--- config.mk ---
export PLATFORM = sky130hd
export DESIGN_NAME = sseg_scan_ctrl
export DESIGN_NICKNAME = d
export VERILOG_FILES = /design/src/rtl/sseg_scan_ctrl.sv
export SDC_FILE = /design/constraint.sdc
export NUM_CORES = 1
export LEC_CHECK = 0
export ABC_CLOCK_PERIOD_IN_PS = 3600
export CORE_MARGIN = 2
export CORE_UTILIZATION = 58
export DETAILED_ROUTE_END_ITERATION = 10
export GPL_TIMING_DRIVEN = 0
export PLACE_DENSITY_LB_ADDON = 0.08
export SLEW_MARGIN = 20
export SYNTH_ARGS = -nofsm -noshare
export SYNTH_HDL_FRONTEND = slang
export SYNTH_SLANG_ARGS = --single-unit
--- constraint.sdc ---
create_clock -name clk -period 3.6 [get_ports clk]
set_clock_uncertainty 0.2 [all_clocks]
set_input_delay 0.72 -clock clk [delete_from_list [all_inputs] [get_ports clk]]
set_output_delay 0.72 -clock clk [all_outputs]
set_load 0.05 [all_outputs]
--- src/rtl/sseg_scan_ctrl.sv ---
// sseg_scan_ctrl: 4-digit seven-segment scan controller with tear-free frame-synchronous
// loading, per-digit enable and 16-level PWM brightness.
//
// Ports:
//   clk          in   1   system clock
//   reset_n      in   1   asynchronous active-low reset
//   wr_valid     in   1   new display contents offered
//   wr_data      in   28  {dig3,dig2,dig1,dig0}, 7b each, active-low segments
//   wr_ready     out  1   pending buffer empty; write accepted on wr_valid & wr_ready
//   digit_en     in   4   per-digit enable, 0 = digit held dark
//   bright       in   4   digit lit for (bright+1)/16 of its slot
//   blink_mask   in   4   digits that go dark during the blink phase (SSEG_BLINK_EN only)
//   an           out  4   one-hot active-high anode select, 0 = none lit
//   sseg         out  7   segment pattern of the selected digit, 7'h7F when dark
//   frame_tick   out  1   one-cycle pulse aligned with the last output of each frame
//
// Optional feature: define SSEG_BLINK_EN to add blink_mask and the blink frame counter.
`timescale 1ns/1ps
module sseg_scan_ctrl #(
    parameter int SLOT_CYCLES  = 1024,
    parameter int GUARD        = 4,
    parameter int BLINK_FRAMES = 64
) (
    input  logic        clk,
    input  logic        reset_n,
    input  logic        wr_valid,
    input  logic [27:0] wr_data,
    output logic        wr_ready,
    input  logic [3:0]  digit_en,
    input  logic [3:0]  bright,
`ifdef SSEG_BLINK_EN
    input  logic [3:0]  blink_mask,
`endif
    output logic [3:0]  an,
    output logic [6:0]  sseg,
    output logic        frame_tick
);
    localparam int            CW        = $clog2(SLOT_CYCLES);
    localparam int            PH_DIV    = SLOT_CYCLES / 16;
    localparam logic [CW-1:0] CNT_LAST  = CW'(SLOT_CYCLES - 1);
    localparam logic [CW-1:0] CNT_GUARD = CW'(GUARD);

    if (SLOT_CYCLES < 32 || SLOT_CYCLES % 16 != 0) begin : g_bad_slot
        $error("sseg_scan_ctrl: SLOT_CYCLES must be a multiple of 16 and >= 32");
    end
    if (GUARD < 0 || GUARD >= SLOT_CYCLES) begin : g_bad_guard
        $error("sseg_scan_ctrl: GUARD out of range");
    end
    if (BLINK_FRAMES < 1) begin : g_bad_blink
        $error("sseg_scan_ctrl: BLINK_FRAMES must be >= 1");
    end

    logic [CW-1:0]   r_cnt;
    logic [1:0]      r_sel;
    logic [3:0][6:0] r_active;
    logic [27:0]     r_pend;
    logic            r_pend_full;

    logic [3:0] w_phase;
    logic       w_slot_end;
    logic       w_frame_end;
    logic       w_accept;
    logic       w_blink_dark;
    logic       w_lit;

    assign w_phase     = 4'(int'(r_cnt) / PH_DIV);
    assign w_slot_end  = (r_cnt == CNT_LAST);
    assign w_frame_end = w_slot_end & (r_sel == 2'd3);
    assign w_accept    = wr_valid & ~r_pend_full;
    assign wr_ready    = ~r_pend_full;
    // Guard blanking at slot start hides the anode/segment switch-over (ghosting).
    assign w_lit       = digit_en[r_sel] & (r_cnt >= CNT_GUARD) & (w_phase <= bright) & ~w_blink_dark;

`ifdef SSEG_BLINK_EN
    localparam int            FW        = $clog2(BLINK_FRAMES + 1);
    localparam logic [FW-1:0] FCNT_LAST = FW'(BLINK_FRAMES - 1);

    logic [FW-1:0] r_fcnt;
    logic          r_blink_ph;

    always_ff @(posedge clk or negedge reset_n) begin
        if (!reset_n) begin
            r_fcnt     <= '0;
            r_blink_ph <= 1'b0;
        end else if (w_frame_end) begin
            r_fcnt     <= (r_fcnt == FCNT_LAST) ? '0 : r_fcnt + 1'b1;
            r_blink_ph <= (r_fcnt == FCNT_LAST) ? ~r_blink_ph : r_blink_ph;
        end
    end

    assign w_blink_dark = r_blink_ph & blink_mask[r_sel];
`else
    assign w_blink_dark = 1'b0;
`endif

    always_ff @(posedge clk or negedge reset_n) begin
        if (!reset_n) begin
            r_cnt       <= '0;
            r_sel       <= '0;
            r_pend      <= '0;
            r_pend_full <= 1'b0;
            r_active    <= {4{7'h7F}};
            an          <= '0;
            sseg        <= 7'h7F;
            frame_tick  <= 1'b0;
        end else begin
            r_cnt      <= w_slot_end ? '0 : r_cnt + 1'b1;
            r_sel      <= w_slot_end ? r_sel + 1'b1 : r_sel;
            an         <= w_lit ? 4'b0001 << r_sel : 4'b0000;
            sseg       <= w_lit ? r_active[r_sel] : 7'h7F;
            frame_tick <= w_frame_end;
            // Commit only at frame end so a frame never mixes old and new digits;
            // pending is full here, so an accept cannot coincide with a commit.
            if (w_frame_end && r_pend_full) begin
                r_active    <= r_pend;
                r_pend_full <= 1'b0;
            end else if (w_accept) begin
                r_pend      <= wr_data;
                r_pend_full <= 1'b1;
            end
        end
    end
endmodule
After elaboration in Yosys (flattened, before gate mapping)
Cells that the tools add are included.
{"block": "word_totals", "ff_bits": 81, "latch_bits": 0, "mem_bits_rw": 0, "rom_bits": 0, "inputBits": 39, "output_inout_bits": 13, "elab_cells": 37, "mem_count": 0}
{"block": "op_classes", "addsub": 2, "mul": 0, "n_div": 0, "order_cmp": 3, "eq_ne": 2, "shift": 1, "muxes": 9, "n_bitwise": 6, "n_reduce_logical": 3}
{"cell": "7-bit binary-select mux with 2-bit select", "n": 1}
{"cell": "7-bit 2-to-1 mux", "n": 2}
{"cell": "10-bit by 1-bit adder with 10-bit output (second input constant)", "n": 1}
{"cell": "10-bit == test (second input constant)", "n": 1}
{"cell": "10-bit by 3-bit >= comparator with 1-bit output (second input constant)", "n": 1}
{"cell": "10-bit 2-to-1 mux", "n": 1}
{"cell": "1-bit AND", "n": 4}
{"cell": "4-bit <= comparator", "n": 1}
{"cell": "4-bit 2-to-1 mux", "n": 1}
{"cell": "1-bit by 2-bit left shift with 4-bit output (first input constant)", "n": 1}
{"cell": "2-bit by 3-bit < comparator with 1-bit output (second input constant)", "n": 1}
{"cell": "1-bit 2-to-1 mux", "n": 3}
{"cell": "2-bit by 1-bit adder with 2-bit output (second input constant)", "n": 1}
{"cell": "1-bit binary-select mux with 2-bit select", "n": 1}
{"cell": "2-bit == test (second input constant)", "n": 1}
{"cell": "1-bit NOT", "n": 2}
{"cell": "2-bit AND reduction", "n": 1}
{"cell": "2-bit nonzero test", "n": 1}
{"cell": "1-bit logical AND", "n": 1}

Logic depth before layout (Yosys ltp)
Gate-level depths: netlist (run 1).
{"block": "depth", "word_depth": 5, "ltp_mapped": 6, "ltp_nobuf": 5}

Worst setup path before layout (run 1)
No wires, ideal clock.
{"block": "synth_path", "path_type": "in2reg", "start": "input bright[2]", "end": "register an[0]", "setup_ps": 65, "arrival_time_ps": 2002, "required_ps": 3335, "slack_ps": 1332, "path_stages": 6, "path_buffers": 1, "path_cell_list": "inv_1 > ha_1 > and3b_1 > a2111oi_1 > buf_2 > o211a_1"}
{"block": "synth_via", "elab_chain_cells": 3}
{"element": "start: declaration", "line": "30", "source": "input logic [3:0] bright,"}
{"element": "4-bit <= comparator", "line": "72", "source": "assign w_lit = digit_en[r_sel] & (r_cnt >= CNT_GUARD) & (w_phase <= bright) & ~w_blink_dark;"}
{"element": "1-bit AND", "line": "72"}
{"element": "4-bit 2-to-1 mux", "line": "109", "source": "an <= w_lit ? 4'b0001 << r_sel : 4'b0000;"}
{"element": "end signal: assignment", "line": "109"}
{"element": "end: declaration", "line": "34", "source": "output logic [3:0] an,"}
Every way passes these cells.
A chain may end at the register's enable or synchronous reset.

Final worst setup path (run 1)
Ends and elaborated chain as after synthesis.

==> results.md, run 1 <==
* Main synth FF type: dfrtp_1
* Mapped Cells at 239
* Vias in the first global route at 2326
* R2R depth at 5
* Mean Syn Cell Area at 15.1 um2
* CTS sink count at 81
* Placed cells at 366
* Post-Layout Cell Count at 382
* Maxcap violations at 0
* CTS-repair resized insts at 0
* Slew @ Worst Pin at 0.588 ns
* R2R Path End: an[0]$_DFF_PN0_
* Critical-path cell list: clkdlybuf4s50_1 -> inv_1 -> ha_1 -> and3b_1 -> a2111oi_1 -> buf_2 -> o211a_1
* Row count at 28
* Min-Delay Path Class: in -> async
* Critical Path Start Type: primary input
* Worst path arrival time at 2.69 ns
* Syn_nets at 288
* Slew margin rel. at 0.606
* CP endpoint kind: flop
* Clock buffer depth at 2
* Routed wirelength normalized by instance count at 17.5 um
* Worst VDD drop at 276 uV
* Mapped cell area at 0.00360 mm2
* Status: finished clean
* Core area at 0.00596 mm2
* Root buf cell: clkbuf_8
* Buffers on Ports at 51
* Critical R2R Launch: r_cnt[7]$_DFF_PN0_
* Hold Fails Final Rpt at 0
* Initial Util at 0.605
* Unrepaired setup endpoints after global routing: no
* Area occupied by multi-input gates at 0.00138 mm2
* TritonCTS Buffers at 9
* Initial antenna violation count at 0
* Reg clk slew, reported paths at 0.09 ns
* Die height at 82.8 um
* Distinct cells, synth at 39
* First-pass GRT wire length at 11600 um
* Pre-antenna DRT Iters at 4
* Yosys warnings at 0
* I/O pin cnt at 52
* Total power at 0.00182 W
* Gpl congestion at 0.770
* CP peak stage delay at 0.48 ns
* Residual DRC at 0
* Antenna-violating nets left at 0
* CTS tree: built
* Leakage at 1.91 nW
* Required time worst endpoint at 3.68 ns
* Max H-tree Level at 3
* Final instance area at 0.00445 mm2
* Worst Path Max Fanout at 10
* Largest net degree at the start of global routing at 58
* Final Setup Violations at 0
* Max-slew violations at 0
* Vias at 2104
* Synth async-reset ratio at 1.00
* GR Overflow Total at 0
* Final min period at 2.61 ns
* Vias per cell at 5.51
* Final Net Count at 351
* Fmax at 0.383 GHz
* Post-synth EDFFs at 0
* Seq/Total Area, Yosys at 0.575
* Register Area at 0.00207 mm2
* Die W at 82.8 um
* Layout cells sized above 1 at 0.433
* R2R setup slack at 1.38 ns
* Antenna Cells at 0
* Power per standard cell area at 409 mW/mm2
* Dpl cell area at 0.00423 mm2
* Worst hold slack at 0.0650 ns
* Tcrit/Tclk final at 0.724
* Initial drt markers at 43
* Post-CTS Setup Repair Bufs at 0
* Final wirelength at 6680 um
* Clk Latency, worst-skew pair at 0.35 ns
* FF+latch count, synth at 81
* Crit path kind: in -> reg
* Synth-to-layout area growth at 23.4%
* Global router's overall resource usage at 0.217
* Fillcell total at 413
* # hold bufs at CTS at 0
* DP HPWL at 4710 um
* Slowest cell on the critical path: a2111oi_1
* Die Area at 0.00686 mm2
## state kept, by name, summed over array words and instances (netlist names)
signal       flops
r_pend          28
sseg             7
r_sel            2
frame_tick       1
r_cnt           10
r_active        28
an               4
r_pend_full      1
## synth_stat cells (5+ instances only)
library cell,n,share of area
buf_2,6,0.0083
dfrtp_1,46,0.32
dfstp_2,35,0.26
ha_1,10,0.035
inv_1,17,0.018
mux2_2,48,0.15
mux2_4,9,0.038
mux4_2,8,0.050
nor2_1,5,0.0052
o211ai_1,7,0.015
## cell families (layout without fill, tap and decap cells)
family	count (synthesis)	count (layout)	share of synthesized area
flip-flops	81	81	0.575
multiplexers	65	65	0.238
adder cells (fa/ha/maj)	10	10	0.0347
AO/OA/AOI/OAI	20	20	0.0420
buffers and inverters	29	97	0.0431
XOR/XNOR	6	6	0.0146
AND/OR/NAND/NOR	28	28	0.0531
## through the flow
stage                     setup WS, ns  setup TNS [ns]  utilization
after CTS                        0.999               0        0.746
final                            0.992               0        0.746
after global routing             0.883               0        0.746
after floorplan                   1.33               0            -
after global placement           -1.11          -58.08        0.706
after detailed placement         0.656               0        0.711
## cells in the final DEF (no fill, tap or decap), types with 2 or more instances in the layout
master | netlist | final
mux4_2 | 8 | 8
clkbuf_8 | 0 | 12
a21oi_1 | 2 | 2
o211a_1 | 4 | 4
o211ai_1 | 7 | 7
nand2_1 | 3 | 3
xnor2_1 | 4 | 4
nor4_1 | 2 | 2
nor2_1 | 5 | 5
mux2_4 | 9 | 9
buf_4 | 2 | 3
dfrtp_1 | 46 | 46
nand3_1 | 4 | 4
o21ai_0 | 3 | 3
xor2_1 | 2 | 2
nand4_1 | 2 | 2
dfstp_2 | 35 | 35
inv_1 | 17 | 17
clkdlybuf4s50_1 | 0 | 50
buf_6 | 2 | 2
mux2_2 | 48 | 48
buf_2 | 6 | 6
ha_1 | 10 | 10
clkinv_2 | 0 | 2
## report_power, final
part	leakage [nW]	total, W	switching, W	internal (W)
Clock	0.113	0.000697	0.000320	0.000378
Combinational	0.863	0.000143	0.0000619	0.0000808
Sequential	0.939	0.000977	0.0000208	0.000957
Total	1.91	0.00182	0.000402	0.00142
## how the worst max path moves through the flow
stage	endpoint	startpoint	slack (ns)
3_5_place_dp	an[0]$_DFF_PN0_	bright[2]	0.66
3_3_place_gp	r_pend[26]$_DFFE_PN0P_	reset_n	-1.11
5_1_grt	an[0]$_DFF_PN0_	bright[1]	0.88
6_report	an[0]$_DFF_PN0_	bright[2]	0.99
4_1_cts	an[0]$_DFF_PN0_	bright[1]	1.0
2_1_floorplan	an[0]$_DFF_PN0_	bright[2]	1.33
## metal layers
layer  wire, um  up-vias  track usage  part of all wire
li1           -      974            -                 -
met3        304       12       0.0567             0.046
met4        134        0       0.0835             0.020
met1       2990     1061        0.287              0.45
met2       3250       57        0.345              0.49
met5          0        -            0                 0
## layout make-up
type,count,area share
Sequential cell,81,0.466
Multi-Input combinational cell,129,0.310
Timing Repair Buffer,52,0.120
Clock buffer,12,0.0372
Tap cell,75,0.0211
Buffer,12,0.0205
Inverter,17,0.0144
Clock inverter,4,0.0110
## critical path, delay by kind of cell
| family | cells | cell delay (ns) |
|---|---|---|
| adders and majority gates | 1 | 0.31 |
| and+or+nand+nor | 1 | 0.18 |
| AOI/OAI and AO/OA | 2 | 0.67 |
| buffers and inverters | 3 | 0.80 |
Note: power is estimated with default switching activity, not from simulation.
==> run 2: changes to the inputs <==
--- a/config.mk
+++ b/config.mk
@@ -5,9 +5,9 @@
 export SDC_FILE = /design/constraint.sdc
 export NUM_CORES = 1
 export LEC_CHECK = 0
-export ABC_CLOCK_PERIOD_IN_PS = 3600
+export ABC_CLOCK_PERIOD_IN_PS = 2150
 export CORE_MARGIN = 2
-export CORE_UTILIZATION = 58
+export CORE_UTILIZATION = 49
 export DETAILED_ROUTE_END_ITERATION = 10
 export GPL_TIMING_DRIVEN = 0
 export PLACE_DENSITY_LB_ADDON = 0.08
==> constraint.sdc (replaced) <==
create_clock -name clk -period 2.15 [get_ports clk]
set_clock_uncertainty 0.2 [all_clocks]
set_input_delay 0.43 -clock clk [delete_from_list [all_inputs] [get_ports clk]]
set_output_delay 0.43 -clock clk [all_outputs]
set_load 0.05 [all_outputs]
==> run 2 against run 1 <==
Net effect:
- routed wire length decreased by 1.5%
- die area increased by 17%
- non-clock buffer count increased by 3
- final cell count increased by 7.1%
- sequential share of layout area decreased by 1.0 points
- worst hold slack improved by 0.24 ns
==> results.md, run 2 (synthesized netlist as in run 1, its figures left out) <==
* Synth-to-layout area growth at 26.2%
* Fin worst setup slack at 0.0463 ns
* Power per standard cell area at 689 mW/mm2
* Initial Util at 0.502
* Reg clk slew, reported paths at 0.09 ns
* Final Net Count at 354
* Leakage at 1.97 nW
* Hold Fails Final Rpt at 0
* TritonCTS Buffers at 9
* Vias per cell at 5.13
* Worst path arrival time at 1.47 ns
* Largest net degree at the start of global routing at 59
* Initial drt markers at 105
* Placed cells at 390
* Most common cell after layout, fill and taps aside: mux2_2
* Maxcap violations at 0
* Initial antenna violation count at 0
* Required time worst endpoint at 1.52 ns
* Clock buffer depth at 2
* Area occupied by multi-input gates at 0.00141 mm2
* Final min period at 2.10 ns
* CTS tree: built
* GR Overflow Total at 0
* Slew margin rel. at 0.651
* Global router's overall resource usage at 0.176
* Core Util, Final at 0.633
* Pre-antenna DRT Iters at 4
* Die W at 89.7 um
* Largest regs: r_active: 28 flops, r_pend: 28 flops, r_cnt: 10 flops
* Vias in the first global route at 2177
* Gpl congestion at 0.803
* Final Setup Violations at 0
* Register Area at 0.00207 mm2
* Antenna Cells at 0
* Routed wirelength normalized by instance count at 16.1 um
* Vias at 2099
* Critical-path cell list: clkdlybuf4s50_1
* Status: finished clean
* Worst Path Max Fanout at 1
* Slowest cell on the critical path: clkdlybuf4s50_1
* Final wirelength at 6580 um
* Layout cells sized above 1 at 0.442
* Most used cells in the layout excluding fill and tap cells: mux2_2 (48), dfrtp_1 (46), clkdlybuf4s50_1 (41)
* Slew @ Worst Pin at 0.526 ns
* CTS sink count at 81
* Buffers on Ports at 51
* Unrepaired setup endpoints after global routing: no
* DP HPWL at 4470 um
* Post-Layout Cell Count at 409
* Die Area at 0.00805 mm2
* Tcrit/Tclk final at 0.978
* Critical Path Start Type: flop
* Row count at 31
* Root buf cell: clkbuf_8
* Fmax at 0.475 GHz
* Residual DRC at 0
* Max H-tree Level at 3
* Clk Latency, worst-skew pair at 0.35 ns
* Fillcell total at 563
* Min-Delay Path Class: reg -> reg
* Top delay family on crit path: buffers and inverters
* CP peak stage delay at 0.79 ns
* Total power at 0.00313 W
* Die height at 89.7 um
* Post-Place Setup Slack at -0.558 ns
* Core area at 0.00718 mm2
* Max-slew violations at 0
* Worst VDD drop at 388 uV
* Worst hold slack at 0.302 ns
* Crit path buf inv count at 1
* CP endpoint kind: primary output
* Crit path kind: reg -> out
* Antenna-violating nets left at 0
* First-pass GRT wire length at 11100 um
* I/O pin cnt at 52
## run 2: cell count changes in the layout (fill, tap and decap cells not counted), moves of 2 or more
cell | before | now
buf_4 | 3 | 5
clkdlybuf4s50_1 | 50 | 41
clkinvlp_4 | 0 | 2
clkinv_2 | 2 | 0
dlygate4sd2_1 | 0 | 8
## run 2: final timing paths
| kind | from | to | slack (ns) | depth (start not counted) |
|---|---|---|---|---|
| setup / recovery | an[3]$_DFF_PN0_ | an[3] | 0.05 | 1 |
| hold / removal | r_pend[22]$_DFFE_PN0P_ | r_active[22]$_DFFE_PN1P_ | 0.30 | 1 |
| setup reg to reg | r_cnt[0]$_DFF_PN0_ | r_active[18]$_DFFE_PN1P_ | 0.13 | 6 |
| hold reg to reg | r_pend[22]$_DFFE_PN0P_ | r_active[22]$_DFFE_PN1P_ | 0.30 | 1 |
| max in group asynchronous | reset_n | sseg[5]$_DFF_PN1_ | 0.80 | 3 |
| min in group asynchronous | reset_n | r_cnt[4]$_DFF_PN0_ | 0.31 | 2 |
## run 2: per-layer routing
layer | up-vias | global-route usage | share of wire
met5 | - | 0 | 0
met4 | 0 | 0.0846 | 0.022
met3 | 12 | 0.0377 | 0.035
met2 | 45 | 0.272 | 0.46
met1 | 1055 | 0.240 | 0.49
li1 | 987 | - | -
## run 2: area by class of cell
type | instances | area share
clock buffer | 12 | 0.0341
inverter | 17 | 0.0140
tap | 99 | 0.0273
multi-input combinational | 129 | 0.310
clock inverter | 4 | 0.0165
timing repair buffer | 55 | 0.121
buffer | 12 | 0.0209
sequential | 81 | 0.456
## run 2: timing repair
item,CTS,global route
endpoints found under the setup margin,18,16
setup buffers,0,1
cloned,1,0
gates resized for setup,11,7
pin swaps,1,0
hold buffers,1,0
endpoints found under the hold margin,16,0
## run 2: stage by stage
step | setup TNS [ns] | cell area [um2]
6_report | 0 | 4550
5_1_grt | 0 | 4550
4_1_cts | 0 | 4520
3_5_place_dp | -10.49 | 4260
3_3_place_gp | -168.63 | 4240
2_1_floorplan | 0 | 3600
## run 2: power by group
part           leakage [nW]  total, W  internal [W]  switching (W)
clock network         0.109   0.00126      0.000718       0.000539
registers             0.939   0.00163       0.00160      0.0000326
logic                 0.921  0.000239      0.000132       0.000107
total                  1.97   0.00313       0.00245       0.000679
==> run 3: changes to the inputs <==
--- a/config.mk
+++ b/config.mk
@@ -9,7 +9,6 @@
 export CORE_MARGIN = 2
 export CORE_UTILIZATION = 49
 export DETAILED_ROUTE_END_ITERATION = 10
-export GPL_TIMING_DRIVEN = 0
 export PLACE_DENSITY_LB_ADDON = 0.08
 export SLEW_MARGIN = 20
 export SYNTH_ARGS = -nofsm -noshare
==> run 3 against run 2 <==
Net effect:
- critical path depth unchanged
- clock power down 9.5%
- die area unchanged
- first-iteration DRC count down 40%
- worst hold slack better by 0.0013 ns
- non-clock buffer count down 2
- via count down 1.2%
==> results.md, run 3 (synthesized netlist as in run 1, its figures left out) <==
* Worst VDD drop at 339 uV
* Tcrit/Tclk final at 0.994
* Largest net degree at the start of global routing at 36
* Gpl congestion at 0.746
* Die height at 89.7 um
* CP endpoint kind: primary output
* Required time worst endpoint at 1.52 ns
* Vias in the first global route at 2141
* Core Util, Final at 0.625
* Slew margin rel. at 0.656
* Hold Fails Final Rpt at 0
* Clk Latency, worst-skew pair at 0.35 ns
* Die W at 89.7 um
* Largest regs: r_active: 28 flops, r_pend: 28 flops, r_cnt: 10 flops
* Pre-antenna DRT Iters at 4
* Maxcap violations at 0
* Status: finished clean
* Min-Delay Path Class: reg -> reg
* Area occupied by multi-input gates at 0.00139 mm2
* DP HPWL at 4300 um
* Register Area at 0.00207 mm2
* I/O pin cnt at 52
* Crit path kind: reg -> out
* Initial antenna violation count at 0
* Root buf cell: clkbuf_8
* Clock buffer depth at 2
* Residual DRC at 0
* Final min period at 2.14 ns
* TritonCTS Buffers at 9
* Die Area at 0.00805 mm2
* Buffers on Ports at 51
* Final instance area at 0.00449 mm2
* Post-Layout Cell Count at 407
* CP peak stage delay at 0.80 ns
* Leakage at 1.92 nW
* Worst path arrival time at 1.51 ns
* Critical-path cell list: clkdlybuf4s50_1
* Row count at 31
* Final wirelength at 6210 um
* GR Overflow Total at 0
* Worst hold slack at 0.303 ns
* CTS sink count at 81
* Initial Util at 0.502
* Final Net Count at 352
* Initial drt markers at 63
* Critical Path Start Type: flop
* Top delay family on crit path: buffers and inverters
* Vias at 2073
* Antenna-violating nets left at 0
* Core area at 0.00718 mm2
* Most common cell after layout, fill and taps aside: mux2_2
* Routed wirelength normalized by instance count at 15.3 um
* Vias per cell at 5.09
* Global router's overall resource usage at 0.166
* Placed cells at 390
* Max-slew violations at 0
* Dpl cell area at 0.00427 mm2
* Setup tns final at 0 ns
* Layout cells sized above 1 at 0.471
* Antenna Cells at 0
* Worst Path Max Fanout at 1
* Fillcell total at 556
* Slew @ Worst Pin at 0.514 ns
* Slowest cell on the critical path: clkdlybuf4s50_1
* Reg clk slew, reported paths at 0.08 ns
* Fmax at 0.468 GHz
* Synth-to-layout area growth at 24.5%
* Crit path buf inv count at 1
* Power per standard cell area at 671 mW/mm2
* Final Setup Violations at 0
* Max H-tree Level at 3
* Unrepaired setup endpoints after global routing: no
* Most used cells in the layout excluding fill and tap cells: mux2_2 (48), dfrtp_1 (46), clkdlybuf4s50_1 (41)
* First-pass GRT wire length at 10700 um
* CTS tree: built
==> run 3: per-stage QoR <==
stage	power [W]	setup WS [ns]
floorplan	0.00176	0.172
global placement	0.00190	-0.248
detailed placement	0.00191	-0.261
CTS	0.00305	0.00454
global route	0.00314	0.00388
finish	0.00301	0.0128
==> run 3: cell type report <==
cell class | count | share of cell area
Inverter | 17 | 0.0142
Multi-Input combinational cell | 129 | 0.309
Clock inverter | 6 | 0.0148
Clock buffer | 10 | 0.0307
Sequential cell | 81 | 0.462
Tap cell | 99 | 0.0276
Timing Repair Buffer | 65 | 0.142
==> run 3: layer usage <==
layer,vias up,GRT usage,part of all wire
met4,0,0.0731,0.018
met5,-,0,0
met3,10,0.0419,0.047
met2,46,0.225,0.42
li1,974,-,-
met1,1043,0.254,0.51
==> run 3: power breakdown <==
group	switching (W)	internal [W]	total, W
logic	0.000104	0.000135	0.000238
clock network	0.000566	0.000570	0.00114
registers	0.0000327	0.00160	0.00163
total	0.000703	0.00231	0.00301
==> run 3: worst paths after layout <==
path,start,endpoint,slack [ns],cells past startpoint
max,an[2]$_DFF_PN0_,an[2],0.01,1
min,r_cnt[0]$_DFF_PN0_,r_cnt[0]$_DFF_PN0_,0.30,1
max reg2reg,r_cnt[0]$_DFF_PN0_,r_active[2]$_DFFE_PN1P_,0.12,5
min reg2reg,r_cnt[0]$_DFF_PN0_,r_cnt[0]$_DFF_PN0_,0.30,1
max in group asynchronous,reset_n,r_active[8]$_DFFE_PN1P_,0.77,3
min in group asynchronous,reset_n,r_cnt[6]$_DFF_PN0_,0.35,2
==> run 3: repair_timing <==
action                     in CTS  in global routing
setup endpoints to repair       0                 12
hold buffers                    1                  0
hold endpoints to repair       16                  0
buffers inserted                0                  0
gates resized for setup         0                  2
==> run 3: worst register-to-register path, delay by kind of cell (launching register included) <==
| kind | cells | cell delay [ns] |
|---|---|---|
| AND/OR/NAND/NOR | 2 | 0.46 |
| flip-flops | 1 | 0.41 |
| multiplexers | 1 | 0.37 |
| adder cells (fa/ha/maj) | 1 | 0.27 |
| buffers and inverters | 1 | 0.24 |
